### config.mk
export PLATFORM = sky130hd
export DESIGN_NAME = dma_axi_arb_mux
export DESIGN_NICKNAME = d
export VERILOG_FILES = /design/src/rtl/dma_axi_arb_mux_pkg.sv /design/src/rtl/dma_axi_rtag_pipe.sv /design/src/rtl/dma_axi_arb_mux.sv
export SDC_FILE = /design/constraint.sdc
export NUM_CORES = 1
export LEC_CHECK = 0
export CORE_AREA = 2 2 389 391
export CTS_CLUSTER_SIZE = 12
export DETAILED_ROUTE_END_ITERATION = 12
export DIE_AREA = 0 0 391 393
export PLACE_DENSITY = 0.37
export SETUP_SLACK_MARGIN = 0.2
export SYNTH_ARGS = -nofsm -noshare
export SYNTH_HDL_FRONTEND = slang
export SYNTH_HIERARCHICAL = 1
export SYNTH_SLANG_ARGS = --single-unit
### constraint.sdc
create_clock -name clk -period 2.28 [get_ports clk]
set_input_delay 0.57 -clock clk [delete_from_list [all_inputs] [get_ports clk]]
set_output_delay 0.57 -clock clk [all_outputs]
set_load 0.01 [all_outputs]
### src/rtl/dma_axi_arb_mux_pkg.sv
// rtl/dma_axi_arb_mux_pkg.sv - owner encoding and lane-slice helpers shared by the scratch-memory front end
package dma_axi_arb_mux_pkg;

  localparam logic OWN_DMA  = 1'b0;
  localparam logic OWN_AXI  = 1'b1;

  // Width of the AXI-priority streak counter; covers limits up to 15.
  localparam int   STREAK_W = 4;

  // Low bit of a lane's slice inside a flat per-lane bus.
  function automatic int lane_lo(input int lane, input int width);
    return lane * width;
  endfunction

endpackage

### src/rtl/dma_axi_rtag_pipe.sv
// rtl/dma_axi_rtag_pipe.sv - read-return tag delay line of {valid, owner, lane mask}
module dma_axi_rtag_pipe #(
  parameter int DEPTH    = 2,
  parameter int NUMLANES = 8
) (
  input  logic                clk,
  input  logic                reset,
  input  logic                tag_valid,
  input  logic                tag_owner,
  input  logic [NUMLANES-1:0] tag_mask,
  output logic                ret_valid,
  output logic                ret_owner,
  output logic [NUMLANES-1:0] ret_mask
);

  localparam int TW = NUMLANES + 2;

  logic [TW-1:0] stage [DEPTH];

  // Shift the tag along so it lines up with the bank's read data.
  always_ff @(posedge clk) begin
    if (reset) begin
      for (int i = 0; i < DEPTH; i++) stage[i] <= '0;
    end else begin
      stage[0] <= {tag_valid, tag_owner, tag_mask};
      for (int i = 1; i < DEPTH; i++) stage[i] <= stage[i-1];
    end
  end

  assign {ret_valid, ret_owner, ret_mask} = stage[DEPTH-1];

endmodule

### src/rtl/dma_axi_arb_mux.sv
// rtl/dma_axi_arb_mux.sv - registered DMA/AXI arbiter and mux in front of the per-lane scratch banks
module dma_axi_arb_mux
  import dma_axi_arb_mux_pkg::*;
#(
  parameter int ADDRWIDTH    = 11,
  parameter int NUMLANES     = 8,
  parameter int WIDTH        = 16,
  parameter int READLAT      = 1,
  parameter int STARVE_LIMIT = 4
) (
  input  logic                          clk,
  input  logic                          reset,
  input  logic [NUMLANES*ADDRWIDTH-1:0] dma_addr,
  input  logic [NUMLANES*WIDTH-1:0]     dma_data,
  input  logic [NUMLANES-1:0]           dma_rden,
  input  logic [NUMLANES-1:0]           dma_wren,
  output logic                          dma_stall,
  output logic [NUMLANES*WIDTH-1:0]     dma_out,
  output logic [NUMLANES-1:0]           dma_out_valid,
  input  logic [ADDRWIDTH-1:0]          axi_addr,
  input  logic [NUMLANES*WIDTH-1:0]     axi_data,
  input  logic                          axi_req_en,
  input  logic                          axi_req_type,
  output logic                          axi_req_ready,
  output logic [NUMLANES*WIDTH-1:0]     axi_read_data,
  output logic                          axi_read_valid,
  output logic [NUMLANES*ADDRWIDTH-1:0] mem_addr,
  output logic [NUMLANES*WIDTH-1:0]     mem_data,
  output logic [NUMLANES-1:0]           mem_rden,
  output logic [NUMLANES-1:0]           mem_wren,
  input  logic [NUMLANES*WIDTH-1:0]     mem_readdata
);

  logic                dma_pend;
  logic                axi_grant;
  logic                dma_grant;
  logic [STREAK_W-1:0] streak;
  logic [NUMLANES-1:0] dma_rd_eff;
  logic                tag_valid;
  logic                tag_owner;
  logic [NUMLANES-1:0] tag_mask;
  logic                ret_valid;
  logic                ret_owner;
  logic [NUMLANES-1:0] ret_mask;

  assign dma_pend      = |(dma_rden | dma_wren);
  assign axi_req_ready = !(dma_pend && (streak == STREAK_W'(STARVE_LIMIT)));
  assign axi_grant     = axi_req_en && axi_req_ready;
  assign dma_grant     = !axi_grant && dma_pend;
  assign dma_stall     = dma_pend && axi_grant;
  // A lane asking for both read and write performs only the write.
  assign dma_rd_eff    = dma_rden & ~dma_wren;

  // Count consecutive AXI wins while the DMA waits; saturate at the limit.
  always_ff @(posedge clk) begin
    if (reset) begin
      streak <= '0;
    end else if (!dma_pend || dma_grant) begin
      streak <= '0;
    end else if (axi_grant && (streak != STREAK_W'(STARVE_LIMIT))) begin
      streak <= streak + 1'b1;
    end
  end

  // Register the winning request onto the bank interface; address/data hold when idle.
  always_ff @(posedge clk) begin
    if (reset) begin
      mem_addr <= '0;
      mem_data <= '0;
      mem_rden <= '0;
      mem_wren <= '0;
    end else begin
      mem_rden <= '0;
      mem_wren <= '0;
      if (axi_grant) begin
        for (int i = 0; i < NUMLANES; i++)
          mem_addr[lane_lo(i, ADDRWIDTH) +: ADDRWIDTH] <= axi_addr + ADDRWIDTH'(i);
        mem_data <= axi_data;
        if (axi_req_type) mem_wren <= '1;
        else              mem_rden <= '1;
      end else if (dma_grant) begin
        mem_addr <= dma_addr;
        mem_data <= dma_data;
        mem_wren <= dma_wren;
        mem_rden <= dma_rd_eff;
      end
    end
  end

  // Describe which lanes of this issue will return read data, and to which master.
  always_comb begin
    tag_owner = OWN_DMA;
    tag_mask  = '0;
    if (axi_grant) begin
      tag_owner = OWN_AXI;
      tag_mask  = axi_req_type ? '0 : '1;
    end else if (dma_grant) begin
      tag_mask  = dma_rd_eff;
    end
  end

  assign tag_valid = |tag_mask;

  dma_axi_rtag_pipe #(
    .DEPTH    (READLAT + 1),
    .NUMLANES (NUMLANES)
  ) u_rtag_pipe (
    .clk       (clk),
    .reset     (reset),
    .tag_valid (tag_valid),
    .tag_owner (tag_owner),
    .tag_mask  (tag_mask),
    .ret_valid (ret_valid),
    .ret_owner (ret_owner),
    .ret_mask  (ret_mask)
  );

  // Capture returning bank data for its owner and pulse that owner's strobe.
  always_ff @(posedge clk) begin
    if (reset) begin
      axi_read_data  <= '0;
      axi_read_valid <= 1'b0;
      dma_out        <= '0;
      dma_out_valid  <= '0;
    end else begin
      axi_read_valid <= 1'b0;
      dma_out_valid  <= '0;
      if (ret_valid && (ret_owner == OWN_AXI)) begin
        axi_read_data  <= mem_readdata;
        axi_read_valid <= 1'b1;
      end else if (ret_valid) begin
        dma_out_valid <= ret_mask;
        for (int i = 0; i < NUMLANES; i++)
          if (ret_mask[i])
            dma_out[lane_lo(i, WIDTH) +: WIDTH] <= mem_readdata[lane_lo(i, WIDTH) +: WIDTH];
      end
    end
  end

endmodule

# Yosys cells after proc, flatten, opt, wreduce, memory -nomap -nowiden
# Memory sizes are Yosys's and may differ from the RTL's.
# Index checks and enable logic that the tools add are counted.
totals:
  in_bits: 503
  elab_cells: 74
  n_memories: 1
  output_inout_bits: 499
  ramBits: 20
  ff_bits: 501
classes:
  n_addsub: 8
  reduce_logical: 23
  eq_ne: 2
  bitwise: 7
  muxes: 17
mem_list:
  columns: ["memory", "words", "width", "rd", "rd_ports_with_merged_regs", "write_ports", "line_no", "rtl"]
  rows:
  - ["u_rtag_pipe.stage", 2, 10, 2, 0, 2, "dma_axi_rtag_pipe.sv:18", "logic [TW-1:0] stage [DEPTH];"]
ops:
  columns: ["operator", "count"]
  rows:
  - ["2-to-1 mux 128 bit", 2]
  - ["2-to-1 mux 88 bit", 2]
  - ["2-to-1 mux 8 bit", 6]
  - ["adder 11 x 3 -> 11 bit, second input constant", 4]
  - ["AND reduction 3 bit", 8]
  - ["adder 11 x 2 -> 11 bit, second input constant", 2]
  - ["2-to-1 mux 10 bit", 2]
  - ["OR reduction 8 bit", 2]
  - ["adder 11 x 1 -> 11 bit, second input constant", 1]
  - ["bitwise AND 8 bit", 1]
  - ["NOT 8 bit", 1]
  - ["bitwise OR 8 bit", 1]
  - ["logical AND 1 bit", 6]
  - ["2-to-1 mux 1 bit", 5]
  - ["adder 4 x 1 -> 4 bit, second input constant", 1]
  - ["equality test 4 x 3 -> 1 bit, second input constant", 1]
  - ["!= test 4 x 3 -> 1 bit, second input constant", 1]
  - ["zero test 1 bit", 3]
  - ["OR reduction 3 bit", 1]
  - ["NOT 1 bit", 2]
  - ["bitwise OR 1 bit", 2]
  - ["nonzero test 2 bit", 1]
  - ["OR reduction 2 bit", 1]
  - ["logical OR 1 bit", 1]

# Depth between registers and ports, before layout
logic_depth:
  ltp_word: 11
  ltp_mapped: 10
  mapped_depth_nobuf: 8

# Cells and area by module
# The synthesis kept the hierarchy.
by_module_without_submodules:
  columns: ["mod", "cells_each", "area_each_um2", "n_inst"]
  rows:
  - ["dma_axi_arb_mux", 2445, 19409.9, 1]
  - ["dma_axi_rtag_pipe", 50, 678.2, 1]

# Worst setup path after synthesis
# Ideal clock, no wire load.
synth_path:
  kind: "input -> register"
  start: "input port axi_addr[2]"
  end: "register mem_addr[86]"
  path_stages: 8
  arrival_time_ps: 2097
  setup_slack_ps: 55
  path_buffers: 1
  cell_sequence: "clkbuf_1 -> inv_1 -> ha_1 -> a21boi_0 -> nor3_1 -> xor2_1 -> a222oi_1 -> nor2_1"
synth_between:
  elab_chain_len: 2
synth_rtl:
  columns: ["item", "line_no", "rtl"]
  rows:
  - ["from (decl)", "dma_axi_arb_mux.sv:20", "input logic [ADDRWIDTH-1:0] axi_addr,"]
  - ["adder 11 x 3 -> 11 bit", "dma_axi_arb_mux.sv:77", "mem_addr[lane_lo(i, ADDRWIDTH) +: ADDRWIDTH] <= axi_addr + ADDRWIDTH'(i);"]
  - ["2-to-1 mux 88 bit", "dma_axi_arb_mux.sv:75", "if (axi_grant) begin"]
  - ["to (signal, indexed assignment)", "dma_axi_arb_mux.sv:77", null]
  - ["to (signal assigned)", "dma_axi_arb_mux.sv:82", "mem_addr <= dma_addr;"]
  - ["to (decl)", "dma_axi_arb_mux.sv:27", "output logic [NUMLANES*ADDRWIDTH-1:0] mem_addr,"]
# No other way between the ends.
# A chain may end at the register's enable or synchronous reset.

# Worst setup path in the final report
layout_path:
  start: "input port dma_wren[7]"
  end: "output port axi_req_ready"
layout_between:
  elab_chain_len: 4
layout_rtl:
  columns: ["item", "line_no", "rtl"]
  rows:
  - ["from (decl)", "dma_axi_arb_mux.sv:16", "input logic [NUMLANES-1:0] dma_wren,"]
  - ["bitwise OR 8 bit", "dma_axi_arb_mux.sv:46", "assign dma_pend = |(dma_rden | dma_wren);"]
  - ["OR reduction 8 bit", "dma_axi_arb_mux.sv:46", null]
  - ["logical AND 1 bit", "dma_axi_arb_mux.sv:47", "assign axi_req_ready = !(dma_pend && (streak == STREAK_W'(STARVE_LIMIT)));"]
  - ["zero test 1 bit", "dma_axi_arb_mux.sv:47", null]
  - ["to (decl)", "dma_axi_arb_mux.sv:24", "output logic axi_req_ready,"]
# No other way between the ends.

==> impl_metrics.json <==
{
  "status": "finished, violations left",
  "violations": "setup timing",
  "viasPerCell": 4.05,
  "clockPowerShare": 0.460,
  "fin_ws_ps": -96.4,
  "firstDrtPassIters": 7,
  "grt_usage": 0.161,
  "synth_area_per_cell_um2": 8.05,
  "ys.flop_type": "dfxtp_1",
  "grt_max_degree": 55,
  "ys_types": 48,
  "fin_crit_ps": 2380,
  "crit_path_max_incr_delay_ps": 290,
  "swShare": 0.274,
  "power_w": 0.0251,
  "clk_pin_slew_ps": 60,
  "critPathTopFamily": "simple AND/OR/NAND/NOR gates",
  "ff2ff_setup_slack_ps": -10,
  "finalCritPeriodShare": 1.04,
  "rsz0062_at_grt": "true",
  "met3WireLength_mm": 10.3,
  "io_pins": 1002,
  "netlist_instances": 2495,
  "comb_power_share": 0.154,
  "slew-limit-headroom": 0.476,
  "maxUsedRoutingLayer": "met5",
  "cell_internal_pwr_w": 0.0182,
  "leakage_nw": 15.2,
  "async_flop_share": 0,
  "synth_largest_area_cell": "dfxtp_1",
  "cp.buffers_inverters": 5,
  "drcViolationCount": 0,
  "num_rows": 142,
  "finalWirelength_mm": 138,
  "cts_hold_buf": 0,
  "antenna_found_initial": 50,
  "cts_buffer_depth": 3,
  "finClkSkew_ps": 32.6,
  "syn_area_um2": 20100,
  "io_buffers": 1001,
  "drv_cap": 0,
  "max_freq_mhz": 421,
  "cts_buffers": 73,
  "crit_path_top_delay_cell": "nor4_4",
  "cts_root_buf": "clkbuf_16",
  "postRouteAntennaNets": 0,
  "drt_iter0_markers": 1355,
  "grt_pass1_vias": 22500,
  "power_frac_seq": 0.386,
  "synth.yosys.seq_area_share": 0.519,
  "path_class": "in2out",
  "maxSlewViolCount": 0,
  "met2WireLength_mm": 71.8,
  "syn_nets": 3009,
  "cts_tree": "built",
  "die_w_um": 391,
  "arrival_ps": 1810,
  "path_cells": "clkdlybuf4s15_2, nor4_4, and4_4, buf_12, buf_8, nor2_4, inv_2, buf_6",
  "peakVddDrop_v": 0.000426,
  "place_congestion": 0.820,
  "setup_viol": 6,
  "switchingPower_w": 0.00687,
  "layout-drive-gt1-share": 0.196,
  "die_h_um": 393,
  "globalRouteOverflowTotal": 0,
  "core_area_um2": 149000,
  "worst_pin_slew_ps": 784,
  "htreeDepth": 3,
  "crit_path_end_kind": "output port",
  "start_util": 0.135,
  "start_kind": "primary input",
  "dieArea_um2": 154000,
  "wl_met1_mm": 52.0,
  "route.vias.total": 23200,
  "hold_viol": 0,
  "clk_latency_ps": 670,
  "dp_hpwl_mm": 103,
  "yosys_warnings": 6,
  "ys_seq_elements": 521,
  "synthToLayoutAreaGrowth_pct": 98.4,
  "setup_tns_ps": -193,
  "final_cell_mix": "clkdlybuf4s50_1, nand2_1, dfxtp_1",
  "pwr_density_cell_nw_per_um2": 629,
  "place_area_um2": 33900,
  "final_common_cell": "clkdlybuf4s50_1",
  "synth_edf_count": 0,
  "path_max_fanout": 3,
  "post_drt_wl_per_cell_um": 24.1,
  "synth.area.top_cells": "dfxtp_1, nand2_1, a21oi_1, nor2_1, nor4_1",
  "n_fill_cell": 16200,
  "min_path_type": "in2reg",
  "yosysTopAreaCellShare": 0.519,
  "clock-sinks": 521,
  "grt_pass1_wl_mm": 177,
  "nNetsFinal": 4234,
  "postLayoutCellArea_um2": 39900,
  "cp.required_ps": 1710
}
-- logic make-up (layout without fill, tap and decap cells) --
logic type | after synthesis | count (layout) | share of synthesized area
buffers and inverters | 226 | 1504 | 0.0478
XOR/XNOR | 57 | 57 | 0.0249
multiplexers | 5 | 5 | 0.00274
adder cells (fa/ha/maj) | 11 | 11 | 0.00685
other | 0 | 9 | 0
flip-flops | 521 | 521 | 0.519
AO/OA/AOI/OAI | 405 | 405 | 0.121
AND/OR/NAND/NOR | 1270 | 1270 | 0.277
-- metal layers --
layer  vias up  track usage
met5         -            0
met4        38       0.0402
met3       222       0.0533
met2       868        0.296
met1     11100        0.178
li1      11000            -
-- worst paths after layout --
| kind | from | endpoint | cells past startpoint |
|---|---|---|---|
| setup / recovery | dma_wren[7] | axi_req_ready | 8 |
| setup reg to reg | streak[1] | mem_addr[46] | 13 |
| hold / removal | reset | mem_addr[42] | 2 |
| hold reg to reg | u_rtag_pipe/stage[0][0] | u_rtag_pipe/stage[0][10] | 1 |
-- power by group through the flow --
stage / combinational (W) / sequential (W) / clock, W
after CTS: 0.00351 / 0.00966 / 0.0120
after global placement: 0.00354 / 0.00985 / 0
after floorplan: 0.000865 / 0.00995 / 0
after detailed placement: 0.00354 / 0.00986 / 0
final: 0.00386 / 0.00966 / 0.0115
after global routing: 0.00409 / 0.00969 / 0.0124
-- final cells by class --
class | instances | area, um2 | area share
timing repair buffer | 1366 | 14400 | 0.361
inverter | 10 | 45.0 | 0.00113
tap | 1944 | 2430 | 0.0610
multi-input combinational | 1748 | 10200 | 0.255
clock buffer | 108 | 2140 | 0.0537
clock inverter | 20 | 244 | 0.00612
sequential | 521 | 10400 | 0.262
antenna | 9 | 22.5 | 0.000565
-- through the flow --
| stage | setup slack, ps | instances | hold WS (ps) | utilization |
|---|---|---|---|---|
| 6_report | -96.4 | 5726 | 205 | 0.267 |
| 5_1_grt | -166 | 5719 | 170 | 0.267 |
| 3_3_place_gp | -698 | 5455 | 425 | 0.227 |
| 3_5_place_dp | -722 | 5455 | 426 | 0.227 |
| 2_1_floorplan | 184 | 2495 | 415 | - |
| 4_1_cts | -127 | 5607 | 156 | 0.244 |
-- registers in the layout, indices dropped and copies added (netlist names) --
| signal | flops |
|---|---|
| axi_read_valid | 1 |
| dma_out | 128 |
| u_rtag_pipe/stage | 20 |
| mem_addr | 88 |
| mem_rden | 8 |
| streak | 4 |
| mem_wren | 8 |
| axi_read_data | 128 |
| dma_out_valid | 8 |
| mem_data | 128 |
-- cells in the mapped netlist, types with 7 or more instances --
| master | instances |
|---|---|
| nand2_1 | 567 |
| dfxtp_1 | 521 |
| nor2_1 | 351 |
| a21oi_1 | 291 |
| clkbuf_1 | 149 |
| nor3_1 | 148 |
| nor4_1 | 129 |
| a222oi_1 | 53 |
| buf_2 | 44 |
| xor2_1 | 36 |
| xnor2_1 | 21 |
| and2_1 | 18 |
| nor2b_2 | 16 |
| a22oi_1 | 14 |
| buf_4 | 11 |
| ha_1 | 11 |
| buf_1 | 10 |
| nand2b_1 | 9 |
| o22ai_1 | 9 |
| nand4_1 | 8 |
| inv_1 | 7 |
| o221ai_1 | 7 |
-- what timing repair did --
action	in CTS	in global routing
pin swaps	11	212
gates resized for setup	231	397
setup buffers	24	73
cloned	0	37
endpoints found under the setup margin	697	646
Power figures use the tool's default switching activity.
